## config.mk

```make
export PLATFORM = sky130hd
export DESIGN_NAME = game_status_tx_flat
export DESIGN_NICKNAME = d
export VERILOG_FILES = /design/src/rtl/game_status_tx_pkg.sv /design/src/rtl/game_status_tx_if.sv /design/src/rtl/game_status_tx_byte.sv /design/src/rtl/game_status_tx.sv /design/src/flat_wrapper.sv
export SDC_FILE = /design/constraint.sdc
export NUM_CORES = 1
export LEC_CHECK = 0
export BUFFER_PORTS_ARGS = -buffer_cell sky130_fd_sc_hd__clkbuf_2
export CORE_MARGIN = 1.5
export CORE_UTILIZATION = 60
export DETAILED_ROUTE_END_ITERATION = 8
export PLACE_DENSITY_LB_ADDON = 0.15
export SLEW_MARGIN = 5
export SYNTH_ARGS = -nofsm -noshare
export SYNTH_HDL_FRONTEND = slang
export SYNTH_HIERARCHICAL = 1
export SYNTH_SLANG_ARGS = --single-unit
```

## constraint.sdc

```tcl
create_clock -name Pclk -period 3.4 [get_ports Pclk]
set_input_delay 0.17 -clock Pclk [delete_from_list [all_inputs] [get_ports Pclk]]
set_output_delay 0.17 -clock Pclk [all_outputs]
set_load 0.02 [all_outputs]
```

## src/rtl/game_status_tx_pkg.sv

```systemverilog
// Shared definitions for the game status UART transmitter: event codes,
// packet header byte, FSM state encodings and the baud divisor helper.
package game_pkg;

  localparam logic [2:0] EV_COLL_B1 = 3'd0;
  localparam logic [2:0] EV_COLL_B2 = 3'd1;
  localparam logic [2:0] EV_ATTACK  = 3'd2;
  localparam logic [2:0] EV_STATE   = 3'd3;

  localparam logic [7:0] PKT_HDR = 8'hA5;

  typedef enum logic [2:0] {
    PK_IDLE,
    PK_HDR,
    PK_CODE,
    PK_DATA,
    PK_SUM
  } pk_state_t;

  typedef enum logic [1:0] {
    B_IDLE,
    B_START,
    B_DATA,
    B_STOP
  } b_state_t;

  // Clock cycles per serial bit, truncated.
  function automatic int baud_div(input int clk_hz, input int baud);
    return clk_hz / baud;
  endfunction

endpackage

```

## src/rtl/game_status_tx_if.sv

```systemverilog
// Event push handshake plus serial/status outputs of the game status transmitter.
interface game_status_tx_if;
  logic       ev_valid;
  logic [2:0] ev_code;
  logic [6:0] ev_data;
  logic       ev_ready;
  logic       tx;
  logic       busy;
  logic [7:0] drop_cnt;

  modport master (
    output ev_valid, ev_code, ev_data,
    input  ev_ready, tx, busy, drop_cnt
  );

  modport slave (
    input  ev_valid, ev_code, ev_data,
    output ev_ready, tx, busy, drop_cnt
  );
endinterface

```

## src/rtl/game_status_tx_byte.sv

```systemverilog
// 8N1 byte serializer. done is high during the last cycle of the stop bit so
// that a load presented in that cycle starts the next start bit with no gap.
module uart_tx_byte
  import game_pkg::*;
#(
  parameter int DIV = 2604
) (
  input  logic       Pclk,
  input  logic       RESET,
  input  logic       load,
  input  logic [7:0] din,
  output logic       tx,
  output logic       done
);

  localparam int CW = (DIV > 1) ? $clog2(DIV) : 1;
  localparam logic [CW-1:0] CNT_LAST = CW'(DIV - 1);
  localparam logic [CW-1:0] CNT_PRE  = CW'(DIV - 2);

  b_state_t       state;
  logic [CW-1:0]  cnt;
  logic [2:0]     bit_idx;
  logic [7:0]     shreg;
  logic           accept;

  assign accept = load && ((state == B_IDLE) || ((state == B_STOP) && (cnt == CNT_LAST)));

  // Capture the byte to shift whenever a new frame is accepted.
  always_ff @(posedge Pclk) begin
    if (accept) shreg <= din;
  end

  // Byte framing FSM with per-bit baud counter and registered line output.
  always_ff @(posedge Pclk) begin
    if (RESET) begin
      state   <= B_IDLE;
      cnt     <= '0;
      bit_idx <= '0;
      tx      <= 1'b1;
      done    <= 1'b0;
    end else begin
      done <= 1'b0;
      case (state)
        B_IDLE: begin
          if (load) begin
            state <= B_START;
            cnt   <= '0;
            tx    <= 1'b0;
          end
        end
        B_START: begin
          if (cnt == CNT_LAST) begin
            cnt     <= '0;
            bit_idx <= '0;
            tx      <= shreg[0];
            state   <= B_DATA;
          end else begin
            cnt <= cnt + 1'b1;
          end
        end
        B_DATA: begin
          if (cnt == CNT_LAST) begin
            cnt <= '0;
            if (bit_idx == 3'd7) begin
              tx    <= 1'b1;
              state <= B_STOP;
            end else begin
              bit_idx <= bit_idx + 3'd1;
              tx      <= shreg[3'(bit_idx + 3'd1)];
            end
          end else begin
            cnt <= cnt + 1'b1;
          end
        end
        B_STOP: begin
          if (cnt == CNT_PRE) done <= 1'b1;
          if (cnt == CNT_LAST) begin
            cnt <= '0;
            if (load) begin
              state <= B_START;
              tx    <= 1'b0;
            end else begin
              state <= B_IDLE;
            end
          end else begin
            cnt <= cnt + 1'b1;
          end
        end
        default: state <= B_IDLE;
      endcase
    end
  end

endmodule

```

## src/rtl/game_status_tx.sv

```systemverilog
// Game event reporter: queues {code, data} events in a small FIFO and sends
// each one as a 4-byte packet (A5, code, data, checksum) over 8N1 serial.
module game_status_tx
  import game_pkg::*;
#(
  parameter int CLK_HZ     = 25000000,
  parameter int BAUD       = 9600,
  parameter int FIFO_DEPTH = 4
) (
  input logic            Pclk,
  input logic            RESET,
  game_status_tx_if.slave bus
);

  localparam int DIV = baud_div(CLK_HZ, BAUD);
  localparam int PW  = $clog2(FIFO_DEPTH);

  logic [9:0]    mem [FIFO_DEPTH];
  logic [PW-1:0] wr_ptr, rd_ptr;
  logic [PW:0]   count;
  logic          full, empty, push, pop;
  logic [7:0]    drop_q;

  pk_state_t     pk_state;
  logic [2:0]    code_q;
  logic [6:0]    data_q;
  logic          kick, hdr_sent;
  logic          load, done, tx_bit;
  logic [7:0]    din;

  assign full  = (count == (PW+1)'(FIFO_DEPTH));
  assign empty = (count == '0);
  assign push  = bus.ev_valid && !full;
  assign pop   = (pk_state == PK_IDLE) && !empty;

  assign bus.ev_ready = !full;
  assign bus.busy     = (pk_state != PK_IDLE) || !empty;
  assign bus.tx       = tx_bit;
  assign bus.drop_cnt = drop_q;

  // FIFO storage write port.
  always_ff @(posedge Pclk) begin
    if (push) mem[wr_ptr] <= {bus.ev_code, bus.ev_data};
  end

  // FIFO pointers, occupancy and saturating drop counter.
  always_ff @(posedge Pclk) begin
    if (RESET) begin
      wr_ptr <= '0;
      rd_ptr <= '0;
      count  <= '0;
      drop_q <= '0;
    end else begin
      if (push) wr_ptr <= wr_ptr + 1'b1;
      if (pop)  rd_ptr <= rd_ptr + 1'b1;
      case ({push, pop})
        2'b10:   count <= count + 1'b1;
        2'b01:   count <= count - 1'b1;
        default: count <= count;
      endcase
      if (bus.ev_valid && full && (drop_q != 8'hFF)) drop_q <= drop_q + 8'd1;
    end
  end

  // Latch the popped event for the duration of its packet.
  always_ff @(posedge Pclk) begin
    if (pop) {code_q, data_q} <= mem[rd_ptr];
  end

  // Packet sequencer: header launched by kick, later bytes chained on done.
  always_ff @(posedge Pclk) begin
    if (RESET) begin
      pk_state <= PK_IDLE;
      kick     <= 1'b0;
      hdr_sent <= 1'b0;
    end else begin
      kick <= 1'b0;
      case (pk_state)
        PK_IDLE: begin
          if (!empty) begin
            pk_state <= PK_HDR;
            hdr_sent <= 1'b0;
          end
        end
        PK_HDR: begin
          if (!hdr_sent) begin
            kick     <= 1'b1;
            hdr_sent <= 1'b1;
          end else if (done) begin
            pk_state <= PK_CODE;
          end
        end
        PK_CODE: if (done) pk_state <= PK_DATA;
        PK_DATA: if (done) pk_state <= PK_SUM;
        PK_SUM:  if (done) pk_state <= PK_IDLE;
        default: pk_state <= PK_IDLE;
      endcase
    end
  end

  // Byte offered to the serializer: header on kick, next byte on done.
  always_comb begin
    load = kick || (done && ((pk_state == PK_HDR) || (pk_state == PK_CODE) || (pk_state == PK_DATA)));
    din  = PKT_HDR;
    case (pk_state)
      PK_HDR:  din = kick ? PKT_HDR : {5'b0, code_q};
      PK_CODE: din = {1'b0, data_q};
      PK_DATA: din = {5'b0, code_q} ^ {1'b0, data_q};
      default: din = PKT_HDR;
    endcase
  end

  uart_tx_byte #(.DIV(DIV)) u_byte (
    .Pclk  (Pclk),
    .RESET (RESET),
    .load  (load),
    .din   (din),
    .tx    (tx_bit),
    .done  (done)
  );

endmodule

```

## src/flat_wrapper.sv

```systemverilog
// flat-port wrapper written by rule: the top's interface ports become plain ports
module game_status_tx_flat import game_pkg::*;
#(
  parameter int CLK_HZ     = 25000000,
  parameter int BAUD       = 9600,
  parameter int FIFO_DEPTH = 4
)
  (Pclk, RESET, bus_ev_valid, bus_ev_code, bus_ev_data, bus_ev_ready, bus_tx, bus_busy, bus_drop_cnt);
  game_status_tx_if bus_i ();
  input logic Pclk;
  input logic RESET;
  input wire logic [$bits(bus_i.ev_valid)-1:0] bus_ev_valid;
  input wire logic [$bits(bus_i.ev_code)-1:0] bus_ev_code;
  input wire logic [$bits(bus_i.ev_data)-1:0] bus_ev_data;
  output wire logic [$bits(bus_i.ev_ready)-1:0] bus_ev_ready;
  output wire logic [$bits(bus_i.tx)-1:0] bus_tx;
  output wire logic [$bits(bus_i.busy)-1:0] bus_busy;
  output wire logic [$bits(bus_i.drop_cnt)-1:0] bus_drop_cnt;
  assign bus_i.ev_valid = bus_ev_valid;
  assign bus_i.ev_code = bus_ev_code;
  assign bus_i.ev_data = bus_ev_data;
  assign bus_ev_ready = bus_i.ev_ready;
  assign bus_tx = bus_i.tx;
  assign bus_busy = bus_i.busy;
  assign bus_drop_cnt = bus_i.drop_cnt;
  game_status_tx #(.CLK_HZ(CLK_HZ), .BAUD(BAUD), .FIFO_DEPTH(FIFO_DEPTH)) u_core (.Pclk(Pclk), .RESET(RESET), .bus(bus_i));
endmodule
```

### Word-level counts from Yosys, hierarchy flattened

Memories as Yosys holds them, arrays and structs flattened. A register that Yosys moved wholly into a read port is not among the register bits.
Index checks and enable logic that the tools add are counted.

| storage, ports and cells | value |
|---|---|
| logic and storage cells | 118 |
| bits in registers | 47 |
| memory bits (writable) | 40 |
| memories kept | 1 |

| operators by class | value |
|---|---|
| $lt $le $gt $ge | 1 |
| muxes and demuxes | 38 |
| bitwise gates (word level) | 3 |
| equal/unequal tests | 26 |
| $add $sub $neg | 7 |
| reduce and logical (&&, ||, !) cells | 29 |

Memory list:

| memory | words | width | rd ports | clocked after memory_dff | wr ports | RTL line | text |
|---|---|---|---|---|---|---|---|
| u_core.mem | 4 | 10 | 1 | 1 | 1 | game_status_tx.sv:18 | `logic [9:0] mem [FIFO_DEPTH];` |

Operators with widths:

| operator | number |
|---|---|
| 2-to-1 mux 3 bit | 9 |
| == test 12 bit, second input constant | 2 |
| 2-to-1 mux 12 bit | 2 |
| one-hot mux 12 bit (2 select lines) | 1 |
| one-hot mux 8 bit (3 select lines) | 1 |
| != test 2 bit, second input constant | 10 |
| one-hot mux 3 bit (5 select lines) | 1 |
| adder 12 x 1 -> 12 bit, second input constant | 1 |
| 2-to-1 mux 1 bit | 12 |
| one-hot mux 3 bit (2 select lines) | 2 |
| 2-to-1 mux 2 bit | 5 |
| == test 3 bit, second input constant | 3 |
| adder 8 x 1 -> 8 bit, second input constant | 1 |
| 2-to-1 mux 8 bit | 1 |
| != test 8 bit, second input constant | 1 |
| one-hot mux 2 bit (4 select lines) | 1 |
| logical AND 1 bit | 7 |
| XOR 3 x 7 -> 7 bit | 1 |
| adder 3 x 1 -> 3 bit, second input constant | 2 |
| == test 2 bit, second input constant | 3 |
| == test 3 x 2 -> 1 bit, second input constant | 2 |
| zero test 3 bit | 2 |
| AND reduction 6 bit | 1 |
| nonzero test 2 bit | 3 |
| 20 further kinds | 30 |

### Depth between registers and ports, before layout

Gate-level depths: netlist of run 1.

| logic depth | value |
|---|---|
| depth in word-level cells | 8 |
| mapped depth | 9 |
| depth with buffers taken out | 9 |

### Hierarchy

The synthesis of run 1 kept the hierarchy.

By module, submodules not included:

| module | instances | cells an instance | area each (µm²) | seq. area each (µm²) |
|---|---|---|---|---|
| game_status_tx | 1 | 213 | 2967.8 | 1901.8 |
| uart_tx_byte | 1 | 144 | 1435.1 | 620.6 |

### Worst setup path after synthesis of run 1

OpenSTA, ideal clock, no wires.

| timing | value |
|---|---|
| kind | register to register |
| start | register u_core.pk_state[0] |
| end | register u_core.count[2] |
| arrival | 2.489 ns |
| setup slack | 0.840 ns |
| required time | 3.329 ns |
| cell stages (with the launch flop) | 9 |
| buffers on the path | 0 |
| period minus slack after synthesis | 2.560 ns |
| cells stage by stage | dfxtp_1 > nor3_1 > nor2b_1 > ha_1 > inv_1 > fa_1 > xor2_1 > or3_1 > a21oi_1 |

| on the way | value |
|---|---|
| longest elaborated chain between the ends | 4 |

Ends and longest elaborated chain:

| item | RTL line | text |
|---|---|---|
| from (decl) | game_status_tx.sv:24 | `pk_state_t pk_state;` |
| from (signal assigned) | game_status_tx.sv:73 | `pk_state <= PK_IDLE;` |
| from (signal assigned) | game_status_tx.sv:81 | `pk_state <= PK_HDR;` |
| from (signal assigned) | game_status_tx.sv:90 | `pk_state <= PK_CODE;` |
| zero test 3 bit * | game_status_tx.sv:34 | `assign pop = (pk_state == PK_IDLE) && !empty;` |
| logical AND 1 bit * | game_status_tx.sv:34 |  |
| named net u_core.pop | game_status_tx.sv:21 | `logic full, empty, push, pop;` |
| == test 2 x 1 -> 1 bit / == test 2 bit (equally long branches) | game_status_tx.sv:56 | `case ({push, pop})` |
| one-hot mux 3 bit (2 select lines) / nonzero test 2 bit (equally long branches) | - |  |
| to (signal assigned) | game_status_tx.sv:57 | `2'b10: count <= count + 1'b1;` |
| to (signal assigned) | game_status_tx.sv:58 | `2'b01: count <= count - 1'b1;` |
| to (signal assigned) | game_status_tx.sv:59 | `default: count <= count;` |
| to (decl) | game_status_tx.sv:20 | `logic [PW:0] count;` |

The timed path passes the listed nets; every way through them passes the cells marked *.
A chain may end at the register's enable or synchronous reset.

### Final worst setup path of run 1

Ends and elaborated chain as after synthesis.

==> results of run 1 <==
==> metal layers <==
layer / vias up / global-route usage, %
met5: - / 0
met4: 0 / 9.09
met3: 10 / 5.60
met2: 42 / 32.6
met1: 1307 / 25.9
li1: 1392 / -
==> state kept, by name (all words and copies together), names as in the netlist, 2 cells and up <==
signal / count
u_core/data_q: 7
u_core/u_byte/shreg: 8
u_core/rd_ptr: 2
u_core/u_byte/bit_idx: 3
u_core/code_q: 3
u_core/mem: 40
u_core/u_byte/state: 2
u_core/u_byte/cnt: 12
u_core/wr_ptr: 2
u_core/count: 3
u_core/bus.drop_cnt: 8
u_core/pk_state: 3
==> per-stage QoR <==
stage / util [%] / cells
after floorplan: - / 357
after global routing: 66.9 / 485
after global placement: 64.0 / 467
after detailed placement: 64.0 / 467
after CTS: 66.9 / 485
final: 66.9 / 485
==> synth_stat cells, types with 4 or more instances <==
| cell | count |
|---|---|
| a21oi_1 | 18 |
| nand3_1 | 14 |
| mux4_2 | 11 |
| dfxtp_1 | 39 |
| o21ai_0 | 8 |
| ha_1 | 15 |
| nand2b_1 | 4 |
| nor2b_1 | 8 |
| a31oi_1 | 5 |
| xnor2_1 | 5 |
| and3_1 | 6 |
| edfxtp_1 | 58 |
| nor3_1 | 8 |
| clkbuf_1 | 8 |
| a311oi_1 | 6 |
| nor2_1 | 39 |
| a211oi_1 | 5 |
| mux2i_1 | 5 |
| inv_1 | 15 |
| nand2_1 | 18 |
| a21o_1 | 4 |
==> cell families (layout without fill, tap and decap cells) <==
kind of cell    after synthesis  in the layout
compound gates               62             62
mux                          20             20
xor+xnor                      8              8
buf+inv                      29             58
simple gates                125            125
flops                        97             97
fa+ha+maj                    16             16
==> power groups by stage <==
| stage | registers, mW | clock network [mW] | logic (mW) |
|---|---|---|---|
| floorplan | 1.60 | 0 | 0.755 |
| global placement | 1.66 | 0 | 0.884 |
| detailed placement | 1.67 | 0 | 0.909 |
| CTS | 1.65 | 0.733 | 0.916 |
| global route | 1.67 | 0.780 | 1.01 |
| finish | 1.64 | 0.710 | 0.908 |
==> final cells by class <==
class / count / share of cell area [%]
clock inverter: 6 / 1.23
timing repair buffer: 26 / 2.97
multi-input combinational: 231 / 36.7
inverter: 16 / 1.25
sequential: 97 / 52.6
tap: 99 / 2.58
clock buffer: 10 / 2.66
==> placed cells by master (no fill, tap or decap), drive strengths merged, types with 2 or more instances in the layout <==
master,netlist,final
and2,3,3
xnor2,5,5
mux4,11,11
ha,15,15
or2,2,2
clkbuf,8,33
edfxtp,58,58
mux2,4,4
dfxtp,39,39
nor3,8,8
o211ai,2,2
a311oi,6,6
mux2i,5,5
nand2b,4,4
a21o,4,4
and3,6,6
a31oi,5,5
nor2,39,39
nand4,4,4
nor2b,8,8
a211oi,6,6
dlygate4sd3,0,2
nand3,14,14
inv,16,20
or3,3,3
nand2,18,18
a21oi,18,18
nor4b,3,3
nor4,4,4
and4,3,3
o21ai,9,9
xor2,3,3
==> final timing paths <==
path	from	end
setup / recovery	u_core/pk_state[0]	u_core/count[2]
hold / removal	bus_ev_data[1]	u_core/mem[1][1]
setup reg to reg	u_core/pk_state[0]	u_core/count[2]
hold reg to reg	u_core/u_byte/cnt[11]	u_core/u_byte/cnt[11]
==> flow_metrics.tcl, run 1 <==
set metrics [dict create \
    crit_fanout 15 \
    hold_viol 0 \
    tns_ns 0 \
    cts_tree "built" \
    slowest_delay_ns 0.46 \
    io_pins 24 \
    grt-ovfl-total 0 \
    hold_class "in -> reg" \
    syn_avg_cell_area_sq_um 12.3 \
    nets 410 \
    top_layer "met4" \
    coreArea_sq_um 7180 \
    p_leak_nw 1.67 \
    ys_types 61 \
    period_share_pct 74.9 \
    required_ns 3.68 \
    rr_worst_depth 9 \
    postCtsHoldBufs 2 \
    dp_slack_ns 0.896 \
    worst_setup_path_end_kind "register" \
    p_seq_share_pct 50.4 \
    synthMuxAreaShare_pct 7.79 \
    netlist_area_sq_um 4400 \
    synth_top_cell_area_share_pct 39.6 \
    async_flop_share_pct 0 \
    yosys-top-cells-area "edfxtp_1 (40%), dfxtp_1 (18%), mux4_2 (5.6%)" \
    die_x_um 88.7 \
    place_area_sq_um 4590 \
    cts.sinks 97 \
    synth_edf_count 58 \
    vdd_drop_max_mv 0.370 \
    grt_use_total_pct 20.3 \
    numCtsBuffers 9 \
    tightest_slew_ns 0.874 \
    slew_violations 0 \
    hpwl_um 4850 \
    fill_cells 536 \
    wl_met1_um 3300 \
    cpMaxStageDelayCell "dfxtp_1" \
    routed_via_density 5.67 \
    drt-total-wl_um 7200 \
    grt_antenna_before_repair 0 \
    path_class "reg -> reg" \
    gp_congestion 0.828 \
    regArea_sq_um 2520 \
    port_buffers 23 \
    p_clk_share_pct 21.8 \
    status "completed" \
    dr.first_iter.drc_count 167 \
    num_vias 2751 \
    antenna_cells 0 \
    first_pass_iters 4 \
    area_growth_syn_to_layout_pct 8.95 \
    grt_max_degree 43 \
    ant_nets 0 \
    htree_num_levels 3 \
    route.detailed.drc 0 \
    final_cell_area_sq_um 4800 \
    met2_length_um 3540 \
    synth_ff_type "edfxtp_1" \
    grt_pass1_vias 2568 \
    synth_warnings 6 \
    synthSimpleGateAreaFrac_pct 16.1 \
    cap_violations 0 \
    cp.depth 9 \
    crit_arrival_ns 2.83 \
    cts.path.max_buffers 2 \
    power_mw 3.26 \
    rrSetupSlack_ns 0.85 \
    drive_gt1_share_pct 17.1 \
    routedWlPerCell_um 14.8 \
    synthesis.nets 386 \
    min_path_cells 1 \
    worstSetupStartpointType "register" \
    grt_pass1_wl_um 12000 \
    root_buffer "clkbuf_8" \
    period_needed_ns 2.55 \
    synth_top_family_by_area "simple AND/OR/NAND/NOR gates" \
    setup_viol 0 \
    hold_slack_ns 0.0207 \
    fin_skew_ns 0.00871 \
    wl_met3_um 228 \
    synth_compound_area_share_pct 9.83 \
    yosysSeqAreaShare_pct 57.3 \
    die_area_sq_um 7860 \
    multi_input_area_sq_um 1760 \
    powerDensity_nw_per_um2 680 \
    path_cells "nor3_1 > nor2b_1 > buf_4 > ha_1 > inv_1 > fa_1 > xor2_1 > or3_1 > a21oi_1" \
    synth_cells 357 \
    synth_top_cell_by_area "edfxtp_1" \
    synth_xor_area_share_pct 1.59 \
    comb_power_share_pct 27.8 \
    grt_setup_unrepaired "false" \
    initial_core_util_pct 61.4 \
    switching_share_pct 33.7 \
    post_cts_buffers 0 \
    critPathTopFamily "simple AND/OR/NAND/NOR gates" \
    fp.dieH_um 88.7 \
    yosys.area_share.adder_pct 4.72 \
    p_int_mw 2.16 \
    synth-seq-cells 97 \
    path_buf_inv 2 \
    switchingPower_mw 1.10 \
    rows 31 \
    fin_ws_ns 0.854 \
    fmax_mhz 393 \
    ctsResizeCount 0 \
    path_clk_slew_ns 0.10 \
    clkLatencyLatePin_ns 0.36 \
    maxSlewHeadroom_pct 41.7 \
]
Note: power is estimated with default switching activity, not from simulation.
==> run 2, diff against run 1 <==
ABC_AREA = 1   (was default)
CORE_UTILIZATION = 55   (was 60)
clock period = 2.1 ns   (was 3.4 ns; I/O delays follow)
==> run 2 against run 1 <==
Worst setup slack worse by 0.63 ns. Global-route usage up 0.90 points. Design area up 7.5%.
==> flow_metrics.tcl, run 2 <==
set metrics [dict create \
    synth_top_cell_by_area "edfxtp_1" \
    die_area_sq_um 8850 \
    path_clk_slew_ns 0.10 \
    route.detailed.drc 0 \
    num_vias 3442 \
    grt_pass1_wl_um 14600 \
    fill_cells 653 \
    rr_worst_depth 10 \
    coreArea_sq_um 8130 \
    dp.cells 635 \
    period_needed_ns 1.88 \
    r2r-start "u_core/count[0]" \
    routed_via_density 5.20 \
    hold_viol 0 \
    drive_gt1_share_pct 14.5 \
    synth_common_cells "nand2_1 (96), nor2_1 (60), edfxtp_1 (58)" \
    power_mw 5.59 \
    cts.sinks 97 \
    crit_arrival_ns 2.13 \
    hp-start "bus_ev_valid" \
    synth_ff_type "edfxtp_1" \
    tightest_slew_ns 0.566 \
    required_ns 2.36 \
    synth_edf_count 58 \
    grt-ovfl-total 0 \
    antenna_cells 0 \
    cts_tree "built" \
    crit_fanout 9 \
    grt_pass1_vias 3236 \
    ys_types 36 \
    synth-seq-cells 97 \
    final_cell_mix "nand2_1 (96), nor2_1 (60), edfxtp_1 (58), inv_1 (57), o21ai_0 (40)" \
    slowest_delay_ns 0.38 \
    multi_input_area_sq_um 1750 \
    first_pass_iters 4 \
    cpMaxStageDelayCell "fa_1" \
    worst_setup_path_end_kind "register" \
    synth_warnings 6 \
    synth_cells 507 \
    biggestRegsByFlops "u_core/mem (40), u_core/u_byte/cnt (12)" \
    final_common_cell "nand2_1" \
    place_area_sq_um 4840 \
    regArea_sq_um 2520 \
    yosysSeqAreaShare_pct 55.3 \
    fp.dieH_um 94.1 \
    grt_setup_unrepaired "false" \
    period_share_pct 89.5 \
    numCtsBuffers 9 \
    worstSetupStartpointType "register" \
    rows 33 \
    syn_avg_cell_area_sq_um 9.00 \
    nets 581 \
    final_cell_area_sq_um 5160 \
    vdd_drop_max_mv 0.584 \
    grt_antenna_before_repair 0 \
    path_cells "nor2_2 > nand2_2 > nand2_2 > ha_1 > inv_1 > fa_1 > a21oi_1 > o21ai_0 > o21ai_0 > a21oi_1" \
    largest-register "u_core/mem" \
    critPathTopFamily "adder cells" \
    layoutNonFillerInstCount 662 \
    gp_congestion 0.902 \
    largest_register_ffs 40 \
    grt_use_total_pct 21.2 \
    min_path_cells 3 \
    async_flop_share_pct 0 \
    cap_violations 0 \
    timing.rr.end "u_core/count[2]" \
    grt_max_degree 22 \
    cts.path.max_buffers 2 \
    port_buffers 23 \
    fin_util_pct 63.4 \
    fmax_mhz 532 \
    powerDensity_nw_per_um2 1080 \
    root_buffer "clkbuf_8" \
    die_x_um 94.1 \
    synth_top_cell_area_share_pct 38.2 \
    path_class "reg -> reg" \
    clkLatencyLatePin_ns 0.36 \
    area_growth_syn_to_layout_pct 13.0 \
    status "completed" \
    min_to "u_core/wr_ptr[0]" \
    synthesis.nets 536 \
    synth_most_common_cell "nand2_1" \
    dr.first_iter.drc_count 192 \
    htree_num_levels 3 \
    drt-total-wl_um 8490 \
    yosys-top-cells-area "edfxtp_1 (38%), dfxtp_1 (17%), nand2_1 (7.9%)" \
    path_buf_inv 1 \
    hpwl_um 5860 \
    maxSlewHeadroom_pct 62.2 \
    p_leak_nw 1.95 \
    hold_class "in -> reg" \
    ant_nets 0 \
    tns_ns 0 \
    fin_skew_ns 0.0102 \
    routedWlPerCell_um 12.8 \
    netlist_area_sq_um 4560 \
    rrSetupSlack_ns 0.22 \
    post_cts_buffers 0 \
    slew_violations 0 \
    io_pins 24 \
    initial_core_util_pct 56.1 \
    setup_viol 0 \
]
==> run 2: worst max path at each step <==
stage	startpoint	endpoint	slack, ns	cells after the start
after detailed placement	u_core/count[0]	u_core/count[2]	0.23	10
after floorplan	u_core/pk_state[2]	u_core/count[2]	0.02	10
after global placement	u_core/count[0]	u_core/count[2]	0.27	10
final	u_core/count[0]	u_core/count[2]	0.22	10
after CTS	u_core/count[0]	u_core/count[2]	0.22	10
after global routing	u_core/count[0]	u_core/count[2]	0.08	10
==> run 2: worst register-to-register path, cell delays in order, from the launching register on <==
cell     delay [ns]
dfxtp_1        0.33
nor2_2         0.14
nand2_2        0.10
nand2_2        0.15
ha_1           0.16
inv_1          0.06
fa_1           0.38
a21oi_1        0.14
o21ai_0        0.11
o21ai_0        0.16
a21oi_1        0.05
==> run 2: final cells by class <==
| cell class | instances | area share [%] |
|---|---|---|
| Tap cell | 105 | 2.55 |
| Clock buffer | 9 | 2.40 |
| Inverter | 62 | 4.56 |
| Sequential cell | 97 | 48.9 |
| Timing Repair Buffer | 45 | 5.97 |
| Multi-Input combinational cell | 337 | 34.0 |
| Clock inverter | 7 | 1.63 |
==> run 2: what timing repair did <==
action / CTS / global route
endpoints found under the hold margin: 42 / 0
gates resized for setup: 0 / 1
setup endpoints to repair: 0 / 3
hold buffers: 11 / 0
==> run 2: cell families (layout without fill, tap and decap cells) <==
kind of cell	count (synthesis)	count (layout)	synth area share, %
buf+inv	73	123	6.33
fa+ha+maj	16	16	4.55
compound gates	91	91	10.7
flops	97	97	55.3
simple gates	228	228	22.8
xor+xnor	2	2	0.384
==> run 2: where the power goes <==
part / switching, mW / leakage (nW) / internal (mW) / total [mW]
Combinational: 1.21 / 0.991 / 0.583 / 1.80
Clock: 0.731 / 0.106 / 0.484 / 1.21
Sequential: 0.159 / 0.849 / 2.42 / 2.58
Total: 2.10 / 1.95 / 3.49 / 5.59
==> run 2: metrics by stage <==
| stage | hold WS [ns] | setup WS, ns |
|---|---|---|
| 6_report | 0.118 | 0.221 |
| 5_1_grt | 0.148 | 0.0817 |
| 4_1_cts | 0.111 | 0.216 |
| 3_5_place_dp | 0.324 | 0.225 |
| 3_3_place_gp | 0.322 | 0.265 |
| 2_1_floorplan | 0.200 | 0.0182 |
==> run 2: metal layers <==
layer / GRT usage (%) / share of wire, %
met1: 26.8 / 46
met2: 36.6 / 49
met3: 3.40 / 3.4
met4: 7.84 / 0.80
met5: 0 / 0
